===== config.mk =====
export PLATFORM = sky130hd
export DESIGN_NAME = softsign_divider
export DESIGN_NICKNAME = d
export VERILOG_FILES = /design/src/rtl/softsign_pkg.sv /design/src/rtl/softsign_divider_div_step.sv /design/src/rtl/softsign_divider.sv
export SDC_FILE = /design/constraint.sdc
export NUM_CORES = 1
export LEC_CHECK = 0
export ABC_AREA = 1
export CORE_ASPECT_RATIO = 1.4
export CORE_UTILIZATION = 35
export CTS_CLUSTER_SIZE = 24
export DETAILED_ROUTE_END_ITERATION = 10
export SYNTH_ARGS = -nofsm -noshare
export SYNTH_HDL_FRONTEND = slang
export SYNTH_SLANG_ARGS = --single-unit

===== constraint.sdc =====
create_clock -name CLOCK -period 11.89 [get_ports CLOCK]
set_clock_uncertainty 0.15 [all_clocks]
set_input_delay 1.7835 -clock CLOCK [delete_from_list [all_inputs] [get_ports CLOCK]]
set_output_delay 1.7835 -clock CLOCK [all_outputs]
set_load 0.02 [all_outputs]

===== src/rtl/softsign_pkg.sv =====
// Shared types and constants for the softsign fixed-point divider.
package softsign_pkg;

  typedef enum logic [1:0] {
    IDLE = 2'd0,
    DIV  = 2'd1,
    DONE = 2'd2
  } state_t;

  // Default number of quotient fraction bits.
  localparam int FRAC_BITS_DEFAULT = 30;

  // The remainder holds |X| (33 bits) plus one bit of headroom for the left shift.
  localparam int REM_W = 34;

  // Saturated magnitude for the default fraction width: 2^30 - 1.
  localparam logic [31:0] SAT_DEFAULT = 32'h3FFF_FFFF;

  // Saturated magnitude for an arbitrary fraction width: 2^frac_bits - 1.
  function automatic logic [31:0] sat_mag(input int frac_bits);
    logic [32:0] one_hot;
    one_hot = 33'd1 << frac_bits;
    return 32'(one_hot - 33'd1);
  endfunction

endpackage


===== src/rtl/softsign_divider_div_step.sv =====
// One restoring-division step: shift, compare against the divisor, conditionally subtract.
module div_step
  import softsign_pkg::*;
(
  input  logic [REM_W-1:0] rem,
  input  logic [31:0]      divisor,
  output logic [REM_W-1:0] rem_next,
  output logic             q_bit
);

  logic [REM_W-1:0] shifted;
  logic [REM_W-1:0] divisor_ext;

  assign shifted     = {rem[REM_W-2:0], 1'b0};
  assign divisor_ext = {{(REM_W-32){1'b0}}, divisor};

  // Subtract when the shifted remainder covers the divisor; the quotient bit records it.
  always_comb begin
    // NOTE: every output gets a default first so no path leaves it unassigned (no latch).
    rem_next = shifted;
    q_bit    = 1'b0;
    if (shifted >= divisor_ext) begin
      rem_next = shifted - divisor_ext;
      q_bit    = 1'b1;
    end
  end

endmodule


===== src/rtl/softsign_divider.sv =====
// Signed-numerator / unsigned-denominator fixed-point divider for the softsign path.
// Produces trunc(X * 2^FRAC_BITS / denom), saturating when the magnitude would reach 1.0.
module softsign_divider
  import softsign_pkg::*;
#(
  parameter int FRAC_BITS = FRAC_BITS_DEFAULT
) (
  input  logic        CLOCK,
  input  logic        reset,
  input  logic        start,
  input  logic [31:0] X,
  input  logic [31:0] denom,
  output logic [31:0] result,
  output logic        done,
  output logic        busy,
  output logic        div_err
);

  localparam int CNT_W = $clog2(FRAC_BITS + 1);
  localparam logic [CNT_W-1:0] LAST_STEP = CNT_W'(FRAC_BITS);
  localparam logic [31:0] SAT = (FRAC_BITS == FRAC_BITS_DEFAULT) ? SAT_DEFAULT
                                                                  : sat_mag(FRAC_BITS);

  state_t               state;
  logic                 sign_q;
  logic                 err_q;
  logic [REM_W-1:0]     rem_q;
  logic [31:0]          divisor_q;
  logic [FRAC_BITS-1:0] quo_q;
  logic [CNT_W-1:0]     cnt_q;

  logic [32:0]          abs_x;
  logic                 start_err;
  logic [REM_W-1:0]     rem_next;
  logic                 q_bit;
  logic [31:0]          mag;

  // Magnitude of X in 33 bits so that -2^31 becomes +2^31 without overflow.
  assign abs_x     = X[31] ? (33'd0 - {X[31], X}) : {1'b0, X};
  assign start_err = (denom == 32'd0) || (abs_x >= {1'b0, denom});

  div_step u_div_step (
    .rem      (rem_q),
    .divisor  (divisor_q),
    .rem_next (rem_next),
    .q_bit    (q_bit)
  );

  // Final magnitude before the sign is applied: saturated on error, else the quotient.
  assign mag = err_q ? SAT : {{(32-FRAC_BITS){1'b0}}, quo_q};

  // Control FSM with registered outputs; steps the division one bit per cycle.
  always_ff @(posedge CLOCK or posedge reset) begin
    if (reset) begin
      state     <= IDLE;
      sign_q    <= 1'b0;
      err_q     <= 1'b0;
      rem_q     <= '0;
      divisor_q <= '0;
      quo_q     <= '0;
      cnt_q     <= '0;
      result    <= '0;
      done      <= 1'b0;
      busy      <= 1'b0;
      div_err   <= 1'b0;
    end else begin
      // NOTE: non-blocking assignments so every register updates from pre-edge values.
      case (state)
        IDLE: begin
          done <= 1'b0;
          if (start) begin
            sign_q    <= X[31];
            err_q     <= start_err;
            rem_q     <= {1'b0, abs_x};
            divisor_q <= denom;
            quo_q     <= '0;
            cnt_q     <= '0;
            busy      <= 1'b1;
            state     <= DIV;
          end
        end

        DIV: begin
          if (cnt_q != LAST_STEP) begin
            rem_q <= rem_next;
            quo_q <= (quo_q << 1) | FRAC_BITS'(q_bit);
            cnt_q <= cnt_q + 1'b1;
          end else begin
            // All steps taken: publish the signed result together with done.
            result  <= sign_q ? (32'd0 - mag) : mag;
            div_err <= err_q;
            done    <= 1'b1;
            state   <= DONE;
          end
        end

        DONE: begin
          done  <= 1'b0;
          busy  <= 1'b0;
          state <= IDLE;
        end

        default: begin
          done  <= 1'b0;
          busy  <= 1'b0;
          state <= IDLE;
        end
      endcase
    end
  end

endmodule

* Word-level counts from Yosys, hierarchy flattened
Cells that the tools add are included.
** Operators by class
- $add $sub $neg :: 4
- Multiply operators :: 0
- Div/mod/pow operators :: 0
- Order comparisons :: 2
- Equality and inequality tests :: 5
- Shift-type cells :: 0
- Multiplexer cells :: 21
- Bitwise operators :: 3
- Reduce and logical (&&, ||, !) cells :: 9
** Operator list (count)
- 2-to-1 mux 33 bit :: 4
- 2-to-1 mux 30 bit :: 3
- one-hot mux 33 bit (2 select lines) :: 1
- one-hot mux 30 bit (2 select lines) :: 1
- greater-or-equal comparator 34 x 32 -> 1 bit :: 1
- greater-or-equal comparator 33 x 32 -> 1 bit :: 1
- subtractor 1 x 32 -> 33 bit (first input constant) :: 1
- subtractor 33 x 32 -> 33 bit :: 1
- zero test 32 bit :: 1
- 2-to-1 mux 32 bit :: 1
- subtractor 1 x 30 -> 31 bit (first input constant) :: 1
- OR 30 x 1 -> 30 bit :: 1
- 2-to-1 mux 5 bit :: 2
- one-hot mux 5 bit (2 select lines) :: 1
- AND reduction 2 bit :: 4
- != test 2 bit (second input constant) :: 3
- adder 5 x 1 -> 5 bit (second input constant) :: 1
- != test 5 bit (second input constant) :: 1
- 2-to-1 mux 1 bit :: 4
- 2-to-1 mux 2 bit :: 2
- one-hot mux 2 bit (2 select lines) :: 1
- AND reduction 3 bit :: 1
- equality test 2 x 1 -> 1 bit (second input constant) :: 1
- zero test 2 bit :: 1
- 4 further kinds :: 5
** Storage, ports and cells
- Register bits :: 139
- Latch bits :: 0
- RAM bits :: 0
- Bits in read-only memories :: 0
- Input port bits :: 67
- Output and inout bits :: 35
- Memories :: 0

* Logic depth before layout (Yosys ltp)
- Word-level depth :: 5
- Depth in mapped cells :: 20
- Gate-level depth less buffers :: 20

* Cells and area by module
Synthesis repeated with hierarchy kept, for this count alone.
** Unflattened totals
- Cell total of the unflattened synthesis :: 1773
- Area, all modules :: 11589.9 sq um
** By module, submodules not included
- softsign_divider :: instances 1, cells each 1101, area each 8380.5 sq um, sequential area each 3478.3 sq um
- div_step :: instances 1, cells each 672, area each 3209.3 sq um, sequential area each 0.0 sq um

* Worst setup path before layout
Ideal clock, no wire load.
- Path type :: in2reg
- Start point :: input port X[0]
- End point :: register err_q
- Library setup time :: 0.123 ns
- Arrival :: 3.779 ns
- Slack :: 7.838 ns
- Cell stages on the path :: 18
- Buffers on the path :: 0
- Cell sequence :: inv_1 -> ha_1 -> nand2_1 -> nor2_2 -> nand2_1 -> nor2_2 -> nand2_1 -> o21ai_1 -> xor2_1 -> ha_1 -> a21oi_1 -> o21ai_0 -> nor2_1 -> nand2_1 -> nand2_1 -> nand4_1 -> o21ai_0 -> nand2_1
** On the way
- Word-level cells in the longest chain between the ends :: 4
** Ends and longest elaborated chain
- start, declared :: RTL line softsign_divider.sv:11 : input logic [31:0] X,
- subtractor 1 x 32 -> 33 bit :: RTL line softsign_divider.sv:39 : assign abs_x = X[31] ? (33'd0 - {X[31], X}) : {1'b0, X};
- 2-to-1 mux 33 bit (*) :: RTL line softsign_divider.sv:39
- greater-or-equal comparator 33 x 32 -> 1 bit (*) :: RTL line softsign_divider.sv:40 : assign start_err = (denom == 32'd0) || (abs_x >= {1'b0, denom});
- logical OR 1 bit (*) :: RTL line softsign_divider.sv:40
- end signal, assigned :: RTL line softsign_divider.sv:73 : err_q <= start_err;
- end, declared :: RTL line softsign_divider.sv:26 : logic err_q;
Mark *: on every way between the ends. The rest lies on a longest branch, timed or not.
A chain may end at the register's enable or synchronous reset.

* Final worst setup path
Ends and elaborated chain as after synthesis.

==> results.toml <==
[logic_synthesis]
synth_cells = 1847
synth_fp_nets = 1983
ys_warn_count = 0
synth.cell_area_um2 = 11700
synthDistinctLibCells = 44
yosysSeqAreaShare = 0.295
ys_ff_latch = 138
synth_area_per_cell_um2 = 6.35

[detailed_routing]
postRouteWirelength_um = 35100
dr.pass1.iters = 5
vias_per_cell = 4.88
drtIter0Drc = 663
ant_nets = 0
wl_per_cell_um = 14.8
route.detailed.drc = 0
vias = 11589

[sta]
rsz0062_at_grt = "false"
setup_viol = 0
period_needed_ns = 4.66
period_share = 0.392
worst_slew_pin_slew_ns = 1.03
tns_ns = 0
fmax_mhz = 214
hold_violations = 0
max_slew_margin = 0.315
drv_slew = 0

[pwr]
p_leak_nw = 7.41
irDropWorstVdd_mv = 0.149
power_density_nw_per_um2 = 312

[clock_tree]
ctsHoldBuffers = 0
cts_sinks = 138
clk_pin_slew_worst_paths_ns = 0.06
root_buffer = "clkbuf_16"
clk_latency_ns = 0.45
tritoncts = "built"
h-tree-depth = 4
cts_resized = 0
postCtsSetupBuffers = 0
clock_path_buffers = 2
numCtsBuffers = 17

[floorplanning]
start_util = 0.359
fp.dieW_um = 157
rows = 78
die_h_um = 219
core_area_um2 = 32700
dieArea_um2 = 34200
io_pins = 102

[placed_design]
placed_area_um2 = 13100
place.gp.congestion = 0.951
hpwlAfterDp_um = 27500
port_buffers = 101

[global_routing]
grt_usage = 0.218
overflow = 0
grt_max_degree = 79
grt_pass1_vias = 11278
grt_pass1_wl_um = 57700
antenna_found_initial = 0

[final_layout]
nets = 2057
fin_util = 0.420
area_growth_pct = 17.3
num_antenna_cells = 0
final_area_um2 = 13700
layout-drive-gt1-share = 0.0450

[setup_path]
critPathKind = "in2reg"
crit_arrival_ns = 4.90
cp_max_fo = 5
start_kind = "input port"
endpoint_kind = "register"
required_ns = 12.13

[hold_path]
hold_path.class = "reg2reg"

[run_status]
status = "completed"

[flow_run]
maxCapViolations = 0
worst paths after layout:
check / slack [ns] / cells after the start / start / end
setup / recovery: 7.23 / 18 / X[0] / err_q$_DFFE_PP0P_
hold / removal: 0.32 / 2 / result[20]$_DFFE_PP0P_ / result[20]$_DFFE_PP0P_
setup reg to reg: 8.64 / 14 / rem_q[7]$_DFFE_PP0P_ / quo_q[0]$_DFFE_PP0P_
hold reg to reg: 0.32 / 2 / result[20]$_DFFE_PP0P_ / result[20]$_DFFE_PP0P_
max in group asynchronous: 8.58 / 3 / reset / rem_q[27]$_DFFE_PP0P_
min in group asynchronous: 1.72 / 2 / reset / result[2]$_DFFE_PP0P_
cells in the mapped netlist (all sizes together):
master	number	area, um2
nor3	16	80.1
a22oi	11	82.6
dfrtp	138	3450
o21bai	2	18.8
a21o	2	15.0
nand4	53	332
o22ai	16	100
clkbuf	23	86.3
xor2	38	333
fa	1	20.0
o21ai	95	479
a21oi	40	200
clkinv	3	16.3
nor2b	1	6.26
and2	3	18.8
a31oi	4	25.0
inv	336	1260
o21a	1	7.51
a21boi	4	30.0
or2	2	12.5
nand2	611	2300
and3	2	12.5
nand3	132	698
nand3b	18	135
nor2	163	702
xnor2	18	158
o211ai	1	7.51
buf	35	215
ha	68	851
nor4	10	62.6
metrics by stage:
stage | cells | hold slack, ns | power, mW | setup slack (ns)
after floorplan | 1847 | 0.303 | 2.93 | 6.26
after global placement | 2342 | 0.312 | 3.65 | 6.83
after detailed placement | 2342 | 0.314 | 3.67 | 6.82
after CTS | 2373 | 0.331 | 4.30 | 7.29
after global routing | 2373 | 0.348 | 4.75 | 6.94
final | 2373 | 0.324 | 4.29 | 7.23
layout make-up:
type                    instances  area, um2
fillers                      3534      18900
multi-input cells            1312       6700
flip-flops and latches        138       3450
inverters                     339       1280
repair buffers                113       1100
well taps                     440        551
clock buffers                  19        453
clock inverters                12        211
sequential cells by signal (all words and copies together) (netlist names):
name,cells
quo_q,30
div_err,1
divisor_q,32
cnt_q,5
sign_q,1
rem_q,33
done,1
result,31
state,2
busy,1
err_q,1
critical path, stage by stage:
cell	delay (ns)
clkdlybuf4s50_1	0.39
inv_1	0.17
ha_1	0.27
nand2_1	0.11
nor2_2	0.19
nand2_1	0.12
nor2_2	0.14
nand3_1	0.18
xor2_1	0.23
a21oi_1	0.09
ha_1	0.31
nand2_1	0.07
nor3_1	0.29
and3_1	0.24
nand3_1	0.08
nand4_1	0.09
o21ai_0	0.07
nand2_1	0.07
power breakdown:
| group | internal (mW) | switching (mW) |
|---|---|---|
| Clock | 0.385 | 0.223 |
| Sequential | 0.684 | 0.137 |
| Combinational | 0.992 | 1.87 |
cells by family (layout without fill, tap and decap cells):
logic type,count (synthesis),after routing,synth area share
adders and majority gates,69,69,0.0743
buffers and inverters,397,483,0.135
AOI/OAI and AO/OA,176,176,0.0824
DFF,138,138,0.295
and+or+nand+nor,1011,1011,0.372
xor gates and xnor gates,56,56,0.0418
routing by layer:
metal | wire [um] | global-route usage
met4 | 1360 | 0.106
met3 | 1120 | 0.0276
met1 | 15100 | 0.254
met5 | 0 | 0
met2 | 17500 | 0.390
cell usage in the layout, fill, tap and decap left out, types with 38 or more instances in the layout:
cell type / count
nand4_1: 53
clkdlybuf4s50_1: 101
dfrtp_1: 138
inv_1: 330
nand3_1: 126
nor2_1: 141
a21oi_1: 40
nand2_1: 605
xor2_1: 38
ha_1: 68
o21ai_0: 92
Power figures use the tool's default switching activity.
